==> src/rtl/bram_arb_pkg.sv <==
// Shared types for the BRAM port-A arbiter: response owner, arbiter state and
// the response-pipeline entry.
package bram_arb_pkg;

    typedef enum logic {
        OWN_LK  = 1'b0,
        OWN_CFG = 1'b1
    } owner_e;

    typedef enum logic {
        ST_INIT = 1'b0,
        ST_RUN  = 1'b1
    } state_e;

    typedef struct packed {
        logic   valid;
        owner_e owner;
    } rsp_entry_t;

endpackage

==> src/rtl/bram_arb_rsp_pipe.sv <==
// READ_LAT-deep {valid, owner} shift register that steers BRAM read data to the
// owner of each read; the non-owner's data output holds its last value.
module bram_arb_rsp_pipe
    import bram_arb_pkg::*;
#(
    parameter int unsigned READ_LAT   = 1,
    parameter int unsigned DATA_WIDTH = 32
) (
    input  logic                  i_clk,
    input  logic                  i_rst,
    input  logic                  i_push_valid,
    input  logic                  i_push_owner,
    input  logic [DATA_WIDTH-1:0] i_bram_dout,
    output logic                  o_lk_rsp_valid,
    output logic [DATA_WIDTH-1:0] o_lk_rsp_data,
    output logic                  o_cfg_rsp_valid,
    output logic [DATA_WIDTH-1:0] o_cfg_rsp_data
);

    rsp_entry_t            r_pipe [READ_LAT];
    rsp_entry_t            w_exit;
    logic                  w_lk_hit;
    logic                  w_cfg_hit;
    logic [DATA_WIDTH-1:0] r_lk_hold;
    logic [DATA_WIDTH-1:0] r_cfg_hold;

    assign w_exit    = r_pipe[READ_LAT-1];
    assign w_lk_hit  = w_exit.valid && (w_exit.owner == OWN_LK);
    assign w_cfg_hit = w_exit.valid && (w_exit.owner == OWN_CFG);

    always_ff @(posedge i_clk) begin
        if (i_rst) begin
            for (int i = 0; i < READ_LAT; i++) begin
                r_pipe[i] <= '{valid: 1'b0, owner: OWN_LK};
            end
            r_lk_hold  <= '0;
            r_cfg_hold <= '0;
        end else begin
            r_pipe[0] <= '{valid: i_push_valid, owner: owner_e'(i_push_owner)};
            for (int i = 1; i < READ_LAT; i++) begin
                r_pipe[i] <= r_pipe[i-1];
            end
            if (w_lk_hit) begin
                r_lk_hold <= i_bram_dout;
            end
            if (w_cfg_hit) begin
                r_cfg_hold <= i_bram_dout;
            end
        end
    end

    // The owner sees live BRAM data on its valid cycle; the hold register keeps it afterwards.
    always_comb begin
        o_lk_rsp_valid  = w_lk_hit;
        o_cfg_rsp_valid = w_cfg_hit;
        o_lk_rsp_data   = w_lk_hit ? i_bram_dout : r_lk_hold;
        o_cfg_rsp_data  = w_cfg_hit ? i_bram_dout : r_cfg_hold;
    end

endmodule

==> src/rtl/bram_port_arbiter.sv <==
// Port-A arbiter for the match-table BRAM: zero-fills after reset, then grants lookup
// or config with aging. Optional grant statistics under BRAM_ARB_STATS_EN.
module bram_port_arbiter
    import bram_arb_pkg::*;
#(
    parameter int unsigned NUM_COL    = 4,
    parameter int unsigned COL_WIDTH  = 8,
    parameter int unsigned ADDR_WIDTH = 10,
    parameter int unsigned READ_LAT   = 1,
    parameter int unsigned MAX_WAIT   = 4,
    localparam int unsigned DATA_WIDTH = NUM_COL * COL_WIDTH
) (
    input  logic                  i_clk,
    input  logic                  i_rst,
    input  logic                  i_lk_valid,
    output logic                  o_lk_ready,
    input  logic [ADDR_WIDTH-1:0] i_lk_addr,
    output logic                  o_lk_rsp_valid,
    output logic [DATA_WIDTH-1:0] o_lk_rsp_data,
    input  logic                  i_cfg_valid,
    output logic                  o_cfg_ready,
    input  logic [NUM_COL-1:0]    i_cfg_we,
    input  logic [ADDR_WIDTH-1:0] i_cfg_addr,
    input  logic [DATA_WIDTH-1:0] i_cfg_din,
    output logic                  o_cfg_rsp_valid,
    output logic [DATA_WIDTH-1:0] o_cfg_rsp_data,
    output logic                  o_init_done,
    output logic                  o_bram_en,
    output logic [NUM_COL-1:0]    o_bram_we,
    output logic [ADDR_WIDTH-1:0] o_bram_addr,
    output logic [DATA_WIDTH-1:0] o_bram_din,
    input  logic [DATA_WIDTH-1:0] i_bram_dout
`ifdef BRAM_ARB_STATS_EN
    ,
    input  logic                  i_stat_clr,
    output logic [31:0]           o_stat_lk_grants,
    output logic [31:0]           o_stat_cfg_grants,
    output logic [31:0]           o_stat_forced
`endif
);

    localparam int unsigned WAIT_W = $clog2(MAX_WAIT + 1);

    state_e                r_state;
    state_e                w_state_next;
    logic [ADDR_WIDTH-1:0] r_init_addr;
    logic [WAIT_W-1:0]     r_wait_cnt;
    logic [WAIT_W-1:0]     w_wait_next;
    logic                  w_forced;
    logic                  w_lk_grant;
    logic                  w_cfg_grant;
    logic                  w_push_valid;
    owner_e                w_push_owner;

    always_comb begin
        w_state_next = r_state;
        w_wait_next  = '0;
        w_forced     = 1'b0;
        w_lk_grant   = 1'b0;
        w_cfg_grant  = 1'b0;
        o_bram_en    = 1'b0;
        o_bram_we    = '0;
        o_bram_addr  = '0;
        o_bram_din   = i_cfg_din;
        // Gated by rst so the port is idle in the reset cycle itself.
        if (!i_rst) begin
            unique case (r_state)
                ST_INIT: begin
                    o_bram_en   = 1'b1;
                    o_bram_we   = '1;
                    o_bram_addr = r_init_addr;
                    o_bram_din  = '0;
                    if (r_init_addr == '1) begin
                        w_state_next = ST_RUN;
                    end
                end
                ST_RUN: begin
                    w_forced    = i_cfg_valid && (r_wait_cnt == WAIT_W'(MAX_WAIT));
                    w_cfg_grant = i_cfg_valid && (w_forced || !i_lk_valid);
                    w_lk_grant  = i_lk_valid && !w_cfg_grant;
                    if (w_cfg_grant) begin
                        o_bram_en   = 1'b1;
                        o_bram_we   = i_cfg_we;
                        o_bram_addr = i_cfg_addr;
                    end else if (w_lk_grant) begin
                        o_bram_en   = 1'b1;
                        o_bram_addr = i_lk_addr;
                    end
                    if (i_cfg_valid && !w_cfg_grant) begin
                        w_wait_next = (r_wait_cnt == WAIT_W'(MAX_WAIT)) ? r_wait_cnt
                                                                        : r_wait_cnt + WAIT_W'(1);
                    end
                end
                default: ;
            endcase
        end
    end

    assign o_lk_ready   = w_lk_grant;
    assign o_cfg_ready  = w_cfg_grant;
    assign o_init_done  = !i_rst && (r_state == ST_RUN);
    assign w_push_valid = w_lk_grant || (w_cfg_grant && (i_cfg_we == '0));
    assign w_push_owner = w_cfg_grant ? OWN_CFG : OWN_LK;

    always_ff @(posedge i_clk) begin
        if (i_rst) begin
            r_state     <= ST_INIT;
            r_init_addr <= '0;
            r_wait_cnt  <= '0;
        end else begin
            r_state    <= w_state_next;
            r_wait_cnt <= w_wait_next;
            if (r_state == ST_INIT) begin
                r_init_addr <= r_init_addr + ADDR_WIDTH'(1);
            end
        end
    end

    bram_arb_rsp_pipe #(
        .READ_LAT   (READ_LAT),
        .DATA_WIDTH (DATA_WIDTH)
    ) u_rsp_pipe (
        .i_clk           (i_clk),
        .i_rst           (i_rst),
        .i_push_valid    (w_push_valid),
        .i_push_owner    (w_push_owner),
        .i_bram_dout     (i_bram_dout),
        .o_lk_rsp_valid  (o_lk_rsp_valid),
        .o_lk_rsp_data   (o_lk_rsp_data),
        .o_cfg_rsp_valid (o_cfg_rsp_valid),
        .o_cfg_rsp_data  (o_cfg_rsp_data)
    );

`ifdef BRAM_ARB_STATS_EN
    logic [31:0] r_stat_lk;
    logic [31:0] r_stat_cfg;
    logic [31:0] r_stat_forced;

    // Clear has priority over a same-cycle increment.
    always_ff @(posedge i_clk) begin
        if (i_rst || i_stat_clr) begin
            r_stat_lk     <= '0;
            r_stat_cfg    <= '0;
            r_stat_forced <= '0;
        end else begin
            if (w_lk_grant && (r_stat_lk != '1)) begin
                r_stat_lk <= r_stat_lk + 32'd1;
            end
            if (w_cfg_grant && (r_stat_cfg != '1)) begin
                r_stat_cfg <= r_stat_cfg + 32'd1;
            end
            if (w_forced && (r_stat_forced != '1)) begin
                r_stat_forced <= r_stat_forced + 32'd1;
            end
        end
    end

    assign o_stat_lk_grants  = r_stat_lk;
    assign o_stat_cfg_grants = r_stat_cfg;
    assign o_stat_forced     = r_stat_forced;
`endif

endmodule

==> config.mk <==
export PLATFORM = sky130hd
export DESIGN_NAME = bram_port_arbiter
export DESIGN_NICKNAME = d
export VERILOG_FILES = /design/src/rtl/bram_arb_pkg.sv /design/src/rtl/bram_arb_rsp_pipe.sv /design/src/rtl/bram_port_arbiter.sv
export SDC_FILE = /design/constraint.sdc
export NUM_CORES = 1
export LEC_CHECK = 0
export ABC_AREA = 1
export BUFFER_PORTS_ARGS = -buffer_cell sky130_fd_sc_hd__buf_4
export CORE_MARGIN = 2
export CORE_UTILIZATION = 28
export CTS_CLUSTER_SIZE = 40
export DETAILED_ROUTE_END_ITERATION = 8
export GPL_TIMING_DRIVEN = 1
export MAX_ROUTING_LAYER = met4
export PLACE_DENSITY_LB_ADDON = 0.1
export REMOVE_ABC_BUFFERS = 1
export SKIP_CTS_REPAIR_TIMING = 1
export SYNTH_ARGS = -nofsm -noshare
export SYNTH_HDL_FRONTEND = slang
export SYNTH_SLANG_ARGS = --single-unit
==> constraint.sdc <==
create_clock -name i_clk -period 2 [get_ports i_clk]
set_clock_uncertainty 0.2 [all_clocks]
set_input_delay 0.2 -clock i_clk [delete_from_list [all_inputs] [get_ports i_clk]]
set_output_delay 0.2 -clock i_clk [all_outputs]
set_load 0.05 [all_outputs]
==> Word level (Yosys, flattened, before mapping) <==
Memories as Yosys holds them, arrays and structs flattened.
Index checks and enable logic that the tools add are counted.
{ "totals": {"ram_bits": 2, "out_inout_bits": 116, "wordCells": 56, "memories": 1, "register_bits": 78, "inputBits": 92} }
{ "classes": {"reduce_logical": 16, "n_addsub": 2, "n_mux": 27, "eq_ne": 2, "bitwise_logic": 3} }
{ "memory_table": {"columns": ["memory", "words", "word_bits", "read_ports", "rd_ports_with_merged_regs", "wr", "line_no", "source"], "rows": [
  ["u_rsp_pipe.r_pipe", 1, 2, 1, 0, 1, "bram_arb_rsp_pipe.sv:20", "rsp_entry_t r_pipe [READ_LAT];"]
]} }
{ "ops": {"columns": ["cell", "n"], "rows": [
  ["$mux W32", 4],
  ["$mux W10", 3],
  ["$pmux W10 S2", 1],
  ["$mux W1", 14],
  ["$add A10 B1 Y10 const B", 1],
  ["$eq A10 B10 Y1 const B", 1],
  ["$logic_and A1 B1 Y1", 8],
  ["$mux W4", 2],
  ["$pmux W4 S2", 1],
  ["$logic_not A4 Y1", 1],
  ["$add A3 B1 Y3 const B", 1],
  ["$eq A3 B3 Y1 const B", 1],
  ["$logic_not A1 Y1", 3],
  ["$not A1 Y1", 3],
  ["$reduce_or A3 Y1", 1],
  ["$logic_or A1 B1 Y1", 2],
  ["$mux W2", 1],
  ["$pmux W1 S2", 1],
  ["$reduce_or A2 Y1", 1]
]} }

==> Depth between registers and ports, before layout <==
Gate-level depths: netlist of the first run.
{ "logic_depth": {"depth_word": 10, "depth_mapped": 8, "depth_no_buf": 7} }

==> Cells and area by module <==
From an unflattened synthesis of the first run, not the netlist that was laid out.
{ "unflattened": {"cells_unflattened": 745, "hier_area_um2": 4408.0} }
{ "by_module_without_submodules": {"columns": ["mod", "instances", "area_per_inst_um2", "cells_each", "seq_area_each_um2"], "rows": [
  ["bram_arb_rsp_pipe", 1, 3141.8, 518, 1321.3],
  ["bram_port_arbiter", 1, 1266.2, 227, 280.3]
]} }

==> Worst setup path after synthesis of the first run <==
OpenSTA, ideal clock, no wires.
{ "synth_timing": {"kind": "reg-to-output", "from": "register r_wait_cnt[0]", "to": "output port o_bram_addr[0]", "path_buffers": 0, "arrival_ns": 1.745, "stages_incl_launch_ff": 7, "t_required_ns": 1.600, "path_slack_ns": -0.145, "path_cell_list": "dfxtp_1 > inv_1 > ha_1 > nand2_1 > a21boi_2 > nand2_1 > a21oi_1"} }
{ "synth_between": {"elab_chain_cells": 10} }
{ "synth_rtl": {"columns": ["item", "line_no", "source"], "rows": [
  ["start: declaration", "bram_port_arbiter.sv:47", "logic [WAIT_W-1:0] r_wait_cnt;"],
  ["start signal: assignment", "bram_port_arbiter.sv:112", "r_wait_cnt <= w_wait_next;"],
  ["$eq A3 B3 Y1 *", "bram_port_arbiter.sv:78", "w_forced = i_cfg_valid && (r_wait_cnt == WAIT_W'(MAX_WAIT));"],
  ["$logic_and A1 B1 Y1 *", "bram_port_arbiter.sv:78", null],
  ["$logic_or A1 B1 Y1 *", "bram_port_arbiter.sv:79", "w_cfg_grant = i_cfg_valid && (w_forced || !i_lk_valid);"],
  ["$logic_and A1 B1 Y1 *", "bram_port_arbiter.sv:79", null],
  ["$logic_not A1 Y1", "bram_port_arbiter.sv:80", "w_lk_grant = i_lk_valid && !w_cfg_grant;"],
  ["$logic_and A1 B1 Y1", "bram_port_arbiter.sv:80", null],
  ["$mux W10", "bram_port_arbiter.sv:85", "end else if (w_lk_grant) begin"],
  ["$mux W10 *", "bram_port_arbiter.sv:81", "if (w_cfg_grant) begin"],
  ["$pmux W10 S2 *", "bram_port_arbiter.sv:67", "unique case (r_state)"],
  ["$mux W10 *", "bram_port_arbiter.sv:66", "if (!i_rst) begin"],
  ["end: declaration", "bram_port_arbiter.sv:30", "output logic [ADDR_WIDTH-1:0] o_bram_addr,"]
]} }
Mark *: on every way between the ends. The rest lies on a longest branch, timed or not.

==> Worst setup path after layout of the first run <==
{ "layout_timing": {"from": "register r_wait_cnt[0]", "to": "output port o_bram_we[1]"} }
{ "layout_between": {"elab_chain_cells": 7} }
{ "layout_rtl": {"columns": ["item", "line_no", "source"], "rows": [
  ["$eq A3 B3 Y1", "bram_port_arbiter.sv:78", null],
  ["$logic_and A1 B1 Y1", "bram_port_arbiter.sv:78", null],
  ["$logic_or A1 B1 Y1", "bram_port_arbiter.sv:79", null],
  ["$logic_and A1 B1 Y1", "bram_port_arbiter.sv:79", null],
  ["$mux W4", "bram_port_arbiter.sv:81", null],
  ["$pmux W4 S2", "bram_port_arbiter.sv:67", null],
  ["$mux W4", "bram_port_arbiter.sv:66", null],
  ["end: declaration", "bram_port_arbiter.sv:29", "output logic [NUM_COL-1:0] o_bram_we,"]
]} }
Every way passes these cells.

==> impl_metrics.env, run 1 <==
export IMPL_via_per_inst=4.366
export IMPL_critical_path_top_delay_family="buffers and inverters"
export IMPL_critPathBufInv=3
export IMPL_path_max_fanout=6
export IMPL_power_static_leakage_nw=4.369
export IMPL_crit_path_end="o_bram_we[1]"
export IMPL_crit_path_end_kind="output port"
export IMPL_num_rows=43
export IMPL_cpPeakStageDelay_ns=0.33
export IMPL_cts_buffers=9
export IMPL_drive_above_1_share_pct=52.84
export IMPL_cpMaxStageDelayCell="dfxtp_2"
export IMPL_post_dp_hpwl_um=8753
export IMPL_relSlewSlack_pct=67.15
export IMPL_cts_sinks=80
export IMPL_dieArea_um2=15290
export IMPL_async_flop_share_pct=0
export IMPL_cts_root_buf="clkbuf_16"
export IMPL_synth_largest_area_cell="dfxtp_1"
export IMPL_dr_pass1_iters=4
export IMPL_synthCells=606
export IMPL_io_buffers=207
export IMPL_drc=0
export IMPL_worstPathArrival_ns=1.74
export IMPL_area_growth_pct=104.8
export IMPL_grt_max_degree=66
export IMPL_seq_area_frac_synth_pct=39.96
export IMPL_timing_rr_start="r_wait_cnt[0]"
export IMPL_cp_num_cells=8
export IMPL_violations="setup timing"
export IMPL_grt_usage_pct=16.17
export IMPL_cap_viol_max_count=0
export IMPL_hp_class="in2reg"
export IMPL_gp_congestion=0.8089
export IMPL_syn_avg_cell_area_um2=6.613
export IMPL_ys_ff_latch=80
export IMPL_wl_per_cell_um=14.70
export IMPL_initial_core_util_pct=28.76
export IMPL_synth_top_cell_area_share_pct=39.96
export IMPL_stdcell_area_um2=8208
export IMPL_worst_setup_path_type="reg2out"
export IMPL_insertedDiodeCount=0
export IMPL_slew_viol_final=0
export IMPL_rsz0062_at_grt="yes"
export IMPL_synth_edf_count=0
export IMPL_antenna_found_initial=0
export IMPL_die_h_um=123.6
export IMPL_powerDensity_nw_per_um2=474.2
export IMPL_tns_ns=-2.630
export IMPL_layout_min_cycle_time_ns=2.144
export IMPL_reg2reg_depth=9
export IMPL_dpl_worst_slack_ns=0.09173
export IMPL_synth_warnings=0
export IMPL_r2r_end="r_wait_cnt[2]"
export IMPL_routed_wl_um=15860
export IMPL_crit_start="r_wait_cnt[0]"
export IMPL_vdd_ir_drop_max_uv=403.0
export IMPL_layout_setup_ws_ns=-0.1438
export IMPL_finalCritPeriodShare_pct=107.2
export IMPL_clk_pin_slew_ns=0.06
export IMPL_cts_tree="yes"
export IMPL_finalSetupViolCount=43
export IMPL_ios=208
export IMPL_grt_first_pass_wirelength_um=18770
export IMPL_start_kind="flop"
export IMPL_timing_fmax_mhz=466.5
export IMPL_clk_latency_ns=0.35
export IMPL_synth_area_leaders="dfxtp_1 40%, inv_1 13%, nor2_1 11%, nand2_1 7.5%, or2_2 5.2%"
export IMPL_ys_flop_type="dfxtp_1"
export IMPL_htreeDepth=3
export IMPL_final_hold_viol_count=0
export IMPL_ys_types=29
export IMPL_chipWidth_um=123.6
export IMPL_grt_overflow=0
export IMPL_rrSetupSlack_ns=0.38
export IMPL_vias=4711
export IMPL_worstMarginPinSlew_ns=0.4928
export IMPL_syn_cell_area_um2=4008
export IMPL_power_mw=3.892
export IMPL_antenna_left=0
export IMPL_path_cells="inv_2, ha_4, nand2_4, a21boi_4, clkbuf_16, nand3_2, nand2_2, buf_8"
export IMPL_final_nets=989
export IMPL_status="finished, violations left"
export IMPL_coreArea_um2=13930
export IMPL_dpl_cell_area_um2=5759
export IMPL_grt_pass1_vias=3949
export IMPL_cts_buffer_depth=2
export IMPL_drt_initial_drc_count=169
export IMPL_critical_path_required_ns=1.60
export IMPL_holdWs_ns=0.04313
[through the flow]
stage	std cells	utilization [%]
floorplan	577	-
global placement	975	41.33
detailed placement	975	41.33
CTS	991	43.46
global route	1079	58.90
finish	1079	58.90
[cells in the final DEF, fill, tap and decap left out, types with 2 or more instances in the layout]
master / Yosys / layout
buf_4: 1 / 164
nor2_1: 114 / 113
inv_1: 144 / 108
dfxtp_1: 80 / 76
buf_6: 5 / 62
nand2_1: 80 / 47
dlygate4sd3_1: 0 / 41
inv_2: 2 / 37
o21ai_2: 20 / 36
or2_4: 0 / 33
o21ai_4: 0 / 28
nand2_4: 0 / 26
buf_8: 0 / 21
nand3_1: 33 / 18
clkbuf_16: 0 / 18
nand3_2: 0 / 15
nand2_2: 1 / 8
a21oi_1: 9 / 8
buf_12: 0 / 7
dfxtp_2: 0 / 3
or2_2: 33 / 2
nor2_4: 2 / 2
xnor2_1: 2 / 2
ha_1: 3 / 2
clkinvlp_4: 0 / 2
[worst min-delay path, stage by stage]
cell and delay [ns]:
buf_4 0.10, o21ai_4 0.05, buf_4 0.12, nor2_1 0.07
[state kept, by name, indices dropped and copies added, names as in the netlist]
name,cells
r_state,1
r_wait_cnt,3
u_rsp_pipe.r_cfg_hold,32
u_rsp_pipe.r_pipe,2
u_rsp_pipe.r_lk_hold,32
r_init_addr,10
[layout make-up]
type / instances / area [um2]
clock inverters: 6 / 67.56
flip-flops and latches: 80 / 1609
inverters: 146 / 555.5
multi-input cells: 352 / 2474
repair buffers: 305 / 3048
clock buffers: 10 / 229.0
well taps: 180 / 225.2
fillers: 1222 / 5727
[synth_stat cells (all sizes together), types with 2 or more instances]
master	n
inv	146
nor2	116
nand2	81
dfxtp	80
o21ai	65
or2	34
nand3	33
buf	15
clkbuf	14
a21oi	9
ha	3
xnor2	2
[routing by layer]
metal	vias up	part of all wire [%]	GRT usage, %
met5	-	0	-
met4	0	2.0	5.611
met3	25	5.1	3.755
met2	122	51	26.37
met1	2198	42	19.63
li1	2366	-	-
[where the power goes]
part	switching [mW]	internal, mW	total (mW)
Sequential	0.00590	1.60	1.60
Clock	0.701	0.972	1.67
Combinational	0.344	0.273	0.616
[worst min-delay path by stage]
stage | from | end | slack, ns | depth (start not counted)
final | i_bram_dout[24] | u_rsp_pipe.r_lk_hold[24] | 0.04 | 4
after global routing | i_bram_dout[1] | u_rsp_pipe.r_lk_hold[1] | 0.06 | 4
after CTS | i_bram_dout[8] | u_rsp_pipe.r_lk_hold[8] | -0.11 | 3
after detailed placement | i_bram_dout[8] | u_rsp_pipe.r_lk_hold[8] | 0.26 | 3
after global placement | i_bram_dout[15] | u_rsp_pipe.r_lk_hold[15] | 0.25 | 3
after floorplan | i_rst | r_init_addr[0] | 0.07 | 1
[cells by family (layout without fill, tap and decap cells)]
kind of cell,Yosys count,count (layout),synth area share [%]
flip-flops,80,80,39.96
AO/OA/AOI/OAI,78,78,11.96
AND/OR/NAND/NOR,267,268,28.75
adder cells (fa/ha/maj),3,3,0.9367
XOR/XNOR,3,3,0.6558
buffers and inverters,175,467,17.73
(Power assumes the default switching activity.)
==> inputs of run 2 (changes only) <==
--- a/config.mk
+++ b/config.mk
@@ -7,6 +7,8 @@
 export LEC_CHECK = 0
 export ABC_AREA = 1
 export BUFFER_PORTS_ARGS = -buffer_cell sky130_fd_sc_hd__buf_4
+export CELL_PAD_IN_SITES_DETAIL_PLACEMENT = 0
+export CELL_PAD_IN_SITES_GLOBAL_PLACEMENT = 1
 export CORE_MARGIN = 2
 export CORE_UTILIZATION = 28
 export CTS_CLUSTER_SIZE = 40
==> impl_metrics.env, run 2 (synthesis results as in run 1) <==
export IMPL_start_kind="flop"
export IMPL_grt_max_degree=67
export IMPL_final_fill_count=1399
export IMPL_crit_path_end="o_lk_rsp_data[8]"
export IMPL_multi_input_area_um2=2133
export IMPL_final_util_pct=52.68
export IMPL_met2_usage_pct=25.89
export IMPL_path_cells="inv_2, or2_4, clkbuf_16, o21ai_2, inv_1, buf_4"
export IMPL_drc=0
export IMPL_gp_congestion=0.7583
export IMPL_grt_overflow=0
export IMPL_reg2reg_depth=9
export IMPL_grt_usage_pct=15.41
export IMPL_vdd_ir_drop_max_uv=387.6
export IMPL_regArea_um2=1607
export IMPL_critPathBufInv=4
export IMPL_die_h_um=123.6
export IMPL_critical_path_required_ns=1.60
export IMPL_timing_rr_start="r_wait_cnt[1]"
export IMPL_num_rows=43
export IMPL_clk_latency_ns=0.33
export IMPL_largestRegisters="u_rsp_pipe.r_cfg_hold: 32 flops, u_rsp_pipe.r_lk_hold: 32 flops, r_init_addr: 10 flops"
export IMPL_holdWs_ns=-0.004115
export IMPL_status="finished, violations left"
export IMPL_via_per_inst=4.347
export IMPL_slew_viol_final=0
export IMPL_cts_root_buf="clkbuf_16"
export IMPL_cpPeakStageDelay_ns=0.36
export IMPL_rsz0062_at_grt="yes"
export IMPL_vias=4512
export IMPL_final_hold_viol_count=1
export IMPL_clk_pin_slew_ns=0.06
export IMPL_powerDensity_nw_per_um2=504.1
export IMPL_crit_start="u_rsp_pipe.r_pipe[0][1]"
export IMPL_final_common_cell="buf_4"
export IMPL_cts_tree="yes"
export IMPL_cts_buffers=9
export IMPL_critical_path_top_delay_family="buffers and inverters"
export IMPL_layout_min_cycle_time_ns=2.065
export IMPL_dpl_worst_slack_ns=0.1410
export IMPL_finalCritPeriodShare_pct=103.2
export IMPL_rrSetupSlack_ns=0.45
export IMPL_power_mw=3.701
export IMPL_routed_wl_um=13510
export IMPL_power_static_leakage_nw=4.155
export IMPL_post_dp_hpwl_um=8526
export IMPL_ios=208
export IMPL_worst_setup_path_type="reg2out"
export IMPL_cap_viol_max_count=0
export IMPL_finalSetupViolCount=37
export IMPL_drt_initial_drc_count=147
export IMPL_drive_above_1_share_pct=48.60
export IMPL_coreArea_um2=13930
export IMPL_timing_fmax_mhz=484.4
export IMPL_path_max_fanout=8
export IMPL_use_met1_pct=18.42
export IMPL_dr_pass1_iters=4
export IMPL_grt_first_pass_wirelength_um=18000
export IMPL_layout_setup_ws_ns=-0.06452
export IMPL_final_cell_mix="155 x buf_4, 124 x inv_1, 113 x nor2_1"
export IMPL_wl_per_cell_um=13.01
export IMPL_relSlewSlack_pct=77.04
export IMPL_antenna_found_initial=0
export IMPL_final_nets=950
export IMPL_dieArea_um2=15290
export IMPL_violations="hold timing, setup timing"
export IMPL_gr_usage_met3_pct=3.022
export IMPL_worstMarginPinSlew_ns=0.3444
export IMPL_cts_buffer_depth=2
export IMPL_area_growth_pct=83.17
export IMPL_cts_sinks=80
export IMPL_antenna_left=0
export IMPL_gr_max_usage_layer="met2"
export IMPL_insertedDiodeCount=0
export IMPL_cp_num_cells=6
export IMPL_chipWidth_um=123.6
export IMPL_initial_core_util_pct=28.76
export IMPL_worstPathArrival_ns=1.66
export IMPL_crit_path_end_kind="output port"
export IMPL_grt_pass1_vias=3879
export IMPL_cpMaxStageDelayCell="dfxtp_2"
export IMPL_r2r_end="r_wait_cnt[1]"
export IMPL_hp_class="in2reg"
export IMPL_htreeDepth=3
export IMPL_io_buffers=207
## run 2: worst reg2reg max path: cells and delay by family (launching register included)
kind,cells,cell delay [ns]
simple gates,4,0.38
flops,1,0.35
buf+inv,3,0.27
fa+ha+maj,1,0.17
compound gates,1,0.12
## run 2: worst min path at each step
stage	start	slack [ns]	endpoint	cells past startpoint
final	i_cfg_valid	-0.004	r_wait_cnt[0]	3
after global placement	i_bram_dout[21]	0.25	u_rsp_pipe.r_lk_hold[21]	3
after CTS	i_bram_dout[2]	-0.1	u_rsp_pipe.r_lk_hold[2]	3
after global routing	i_cfg_we[1]	0.03	u_rsp_pipe.r_pipe[0][1]	4
after floorplan	i_rst	0.07	r_init_addr[0]	1
after detailed placement	i_bram_dout[17]	0.26	u_rsp_pipe.r_lk_hold[17]	3
## run 2: stage by stage
step	instance area, um2	instances	TNS (ns)
global placement	5754	976	0
floorplan	3845	577	-68.48
finish	7341	1038	-0.7625
global route	7341	1038	-3.534
detailed placement	5754	976	0
CTS	6026	990	-8.032
## run 2: layer usage
| metal | wire [um] | vias to the layer above | part of all wire [%] |
|---|---|---|---|
| met5 | 0 | - | 0 |
| met1 | 5809 | 2075 | 43 |
| met4 | 164 | 0 | 1.2 |
| li1 | - | 2291 | - |
| met3 | 676 | 14 | 5.0 |
| met2 | 6856 | 132 | 51 |
## run 2: layout make-up
type | count | share of cell area, %
clock buffer | 11 | 3.443
timing repair buffer | 267 | 34.79
sequential | 80 | 21.89
tap | 180 | 3.068
multi-input combinational | 351 | 29.06
clock inverter | 3 | 0.2557
inverter | 146 | 7.500
## run 2: power by group
part / switching, mW / internal [mW]
Sequential: 0.00630 / 1.60
Clock: 0.621 / 0.892
Combinational: 0.324 / 0.258
==> inputs of run 3 (changes only) <==
--- a/config.mk
+++ b/config.mk
@@ -7,13 +7,11 @@
 export LEC_CHECK = 0
 export ABC_AREA = 1
 export BUFFER_PORTS_ARGS = -buffer_cell sky130_fd_sc_hd__buf_4
-export CELL_PAD_IN_SITES_DETAIL_PLACEMENT = 0
-export CELL_PAD_IN_SITES_GLOBAL_PLACEMENT = 1
 export CORE_MARGIN = 2
 export CORE_UTILIZATION = 28
 export CTS_CLUSTER_SIZE = 40
 export DETAILED_ROUTE_END_ITERATION = 8
-export GPL_TIMING_DRIVEN = 1
+export GPL_TIMING_DRIVEN = 0
 export MAX_ROUTING_LAYER = met4
 export PLACE_DENSITY_LB_ADDON = 0.1
 export REMOVE_ABC_BUFFERS = 1
==> constraint.sdc (replaced) <==
create_clock -name i_clk -period 2.6 [get_ports i_clk]
set_clock_uncertainty 0.2 [all_clocks]
set_input_delay 0.26 -clock i_clk [delete_from_list [all_inputs] [get_ports i_clk]]
set_output_delay 0.26 -clock i_clk [all_outputs]
set_load 0.05 [all_outputs]
==> impl_metrics.env, run 3 (synthesis results as in run 1) <==
export IMPL_status="finished, violations left"
export IMPL_violations="hold timing"
export IMPL_cts_buffer_depth=2
export IMPL_initial_core_util_pct=28.76
export IMPL_io_buffers=207
export IMPL_final_hold_viol_count=7
export IMPL_grt_overflow=0
export IMPL_finalSetupViolCount=0
export IMPL_ios=208
export IMPL_vdd_ir_drop_max_uv=411.1
export IMPL_critical_path_top_delay_family="simple AND/OR/NAND/NOR gates"
export IMPL_holdWs_ns=-0.03178
export IMPL_antenna_left=0
export IMPL_powerDensity_nw_per_um2=470.2
export IMPL_largestRegisters="u_rsp_pipe.r_cfg_hold: 32 flops, u_rsp_pipe.r_lk_hold: 32 flops, r_init_addr: 10 flops"
export IMPL_rsz0062_at_grt="yes"
export IMPL_post_dp_hpwl_um=8429
export IMPL_drt_initial_drc_count=167
export IMPL_crit_path_end_kind="output port"
export IMPL_chipWidth_um=123.6
export IMPL_cpMaxStageDelayCell="or2_4"
export IMPL_worstPathArrival_ns=2.03
export IMPL_area_growth_pct=55.23
export IMPL_clk_pin_slew_ns=0.06
export IMPL_rrSetupSlack_ns=0.77
export IMPL_drc=0
export IMPL_cts_buffers=9
export IMPL_cts_root_buf="clkbuf_16"
export IMPL_insertedDiodeCount=0
export IMPL_tns_ns=0
export IMPL_critical_path_required_ns=2.14
export IMPL_gp_congestion=0.7794
export IMPL_grt_first_pass_wirelength_um=18860
export IMPL_drive_above_1_share_pct=35.59
export IMPL_start_kind="flop"
export IMPL_cpPeakStageDelay_ns=0.65
export IMPL_clk_latency_ns=0.34
export IMPL_power_mw=2.925
export IMPL_cts_sinks=80
export IMPL_dieArea_um2=15290
export IMPL_htreeDepth=3
export IMPL_stdcell_area_um2=6221
export IMPL_coreArea_um2=13930
export IMPL_slew_viol_final=0
export IMPL_via_per_inst=4.233
export IMPL_power_static_leakage_nw=3.817
export IMPL_num_rows=43
export IMPL_dr_pass1_iters=4
export IMPL_hp_class="in2reg"
export IMPL_timing_critical_path_mode_cell="inv_1"
export IMPL_critPathBufInv=3
export IMPL_layout_min_cycle_time_ns=2.494
export IMPL_die_h_um=123.6
export IMPL_grt_max_degree=73
export IMPL_finalCritPeriodShare_pct=95.92
export IMPL_path_cells="inv_1, or2_4, nand2_1, o21ai_1, inv_1, buf_4"
export IMPL_antenna_found_initial=0
export IMPL_cap_viol_max_count=0
export IMPL_worstMarginPinSlew_ns=0.8774
export IMPL_grt_pass1_vias=4051
export IMPL_final_nets=916
export IMPL_path_max_fanout=65
export IMPL_vias=4258
export IMPL_worst_setup_path_type="reg2out"
export IMPL_relSlewSlack_pct=41.44
export IMPL_wl_per_cell_um=12.26
export IMPL_dpl_cell_area_um2=5634
export IMPL_grt_usage_pct=16.20
export IMPL_final_cell_mix="211 x buf_4, 143 x inv_1, 113 x nor2_1"
export IMPL_final_common_cell="buf_4"
export IMPL_timing_fmax_mhz=401.0
export IMPL_routed_wl_um=12330
export IMPL_cts_tree="yes"
[run 3: cell types whose count changed in the layout (fill, tap and decap cells not counted), sizes merged]
cell / delta
nor2: +1
clkbuf: -5
buf: -19
clkinvlp: +2
bufinv: +1
dlygate4sd3: -13
inv: +1
[run 3: cell type report]
type                    count  area (um2)
clock buffers              10       239.0
repair inverters            1       7.507
clock inverters             6       66.31
repair buffers            231        1794
flip-flops and latches     80        1604
inverters                 146       551.8
fillers                  1438        7714
multi-input cells         352        1733
well taps                 180       225.2
[run 3: path summary, 6_finish.rpt]
path / startpoint / endpoint / depth (start not counted)
min reg2reg: r_init_addr[6] / r_init_addr[6] / 2
max reg2reg: u_rsp_pipe.r_pipe[0][1] / u_rsp_pipe.r_lk_hold[2] / 5
max: u_rsp_pipe.r_pipe[0][1] / o_lk_rsp_data[27] / 6
min: i_bram_dout[8] / u_rsp_pipe.r_lk_hold[8] / 3
[run 3: worst min-delay path, cell delays in order]
cell and delay, ns:
buf_4 0.09, o21ai_2 0.06, nor2_1 0.07
[run 3: stage by stage]
step / util (%) / setup WS, ns / cells
finish: 44.64 / 0.1062 / 1006
global placement: 40.36 / -1.198 / 964
detailed placement: 40.43 / -0.3026 / 964
floorplan: - / -0.2184 / 577
global route: 44.64 / -0.07281 / 1006
CTS: 42.62 / -0.7028 / 980
[run 3: per-layer routing]
layer  track usage [%]  part of all wire [%]  up-vias  wire length (um)
met2             27.27                    49      108              6032
met4             4.901                   1.8        0               221
met5                 -                     0        -                 0
li1                  -                     -     2223                 -
met3             4.716                   5.2       20               645
met1             18.67                    44     1907              5435
[run 3: power by group]
part / total, mW / leakage (nW) / internal (mW) / switching [mW]
combinational: 0.401 / 3.02 / 0.171 / 0.231
sequential: 1.23 / 0.646 / 1.23 / 0.00474
clock: 1.29 / 0.153 / 0.774 / 0.515
total: 2.93 / 3.82 / 2.17 / 0.751
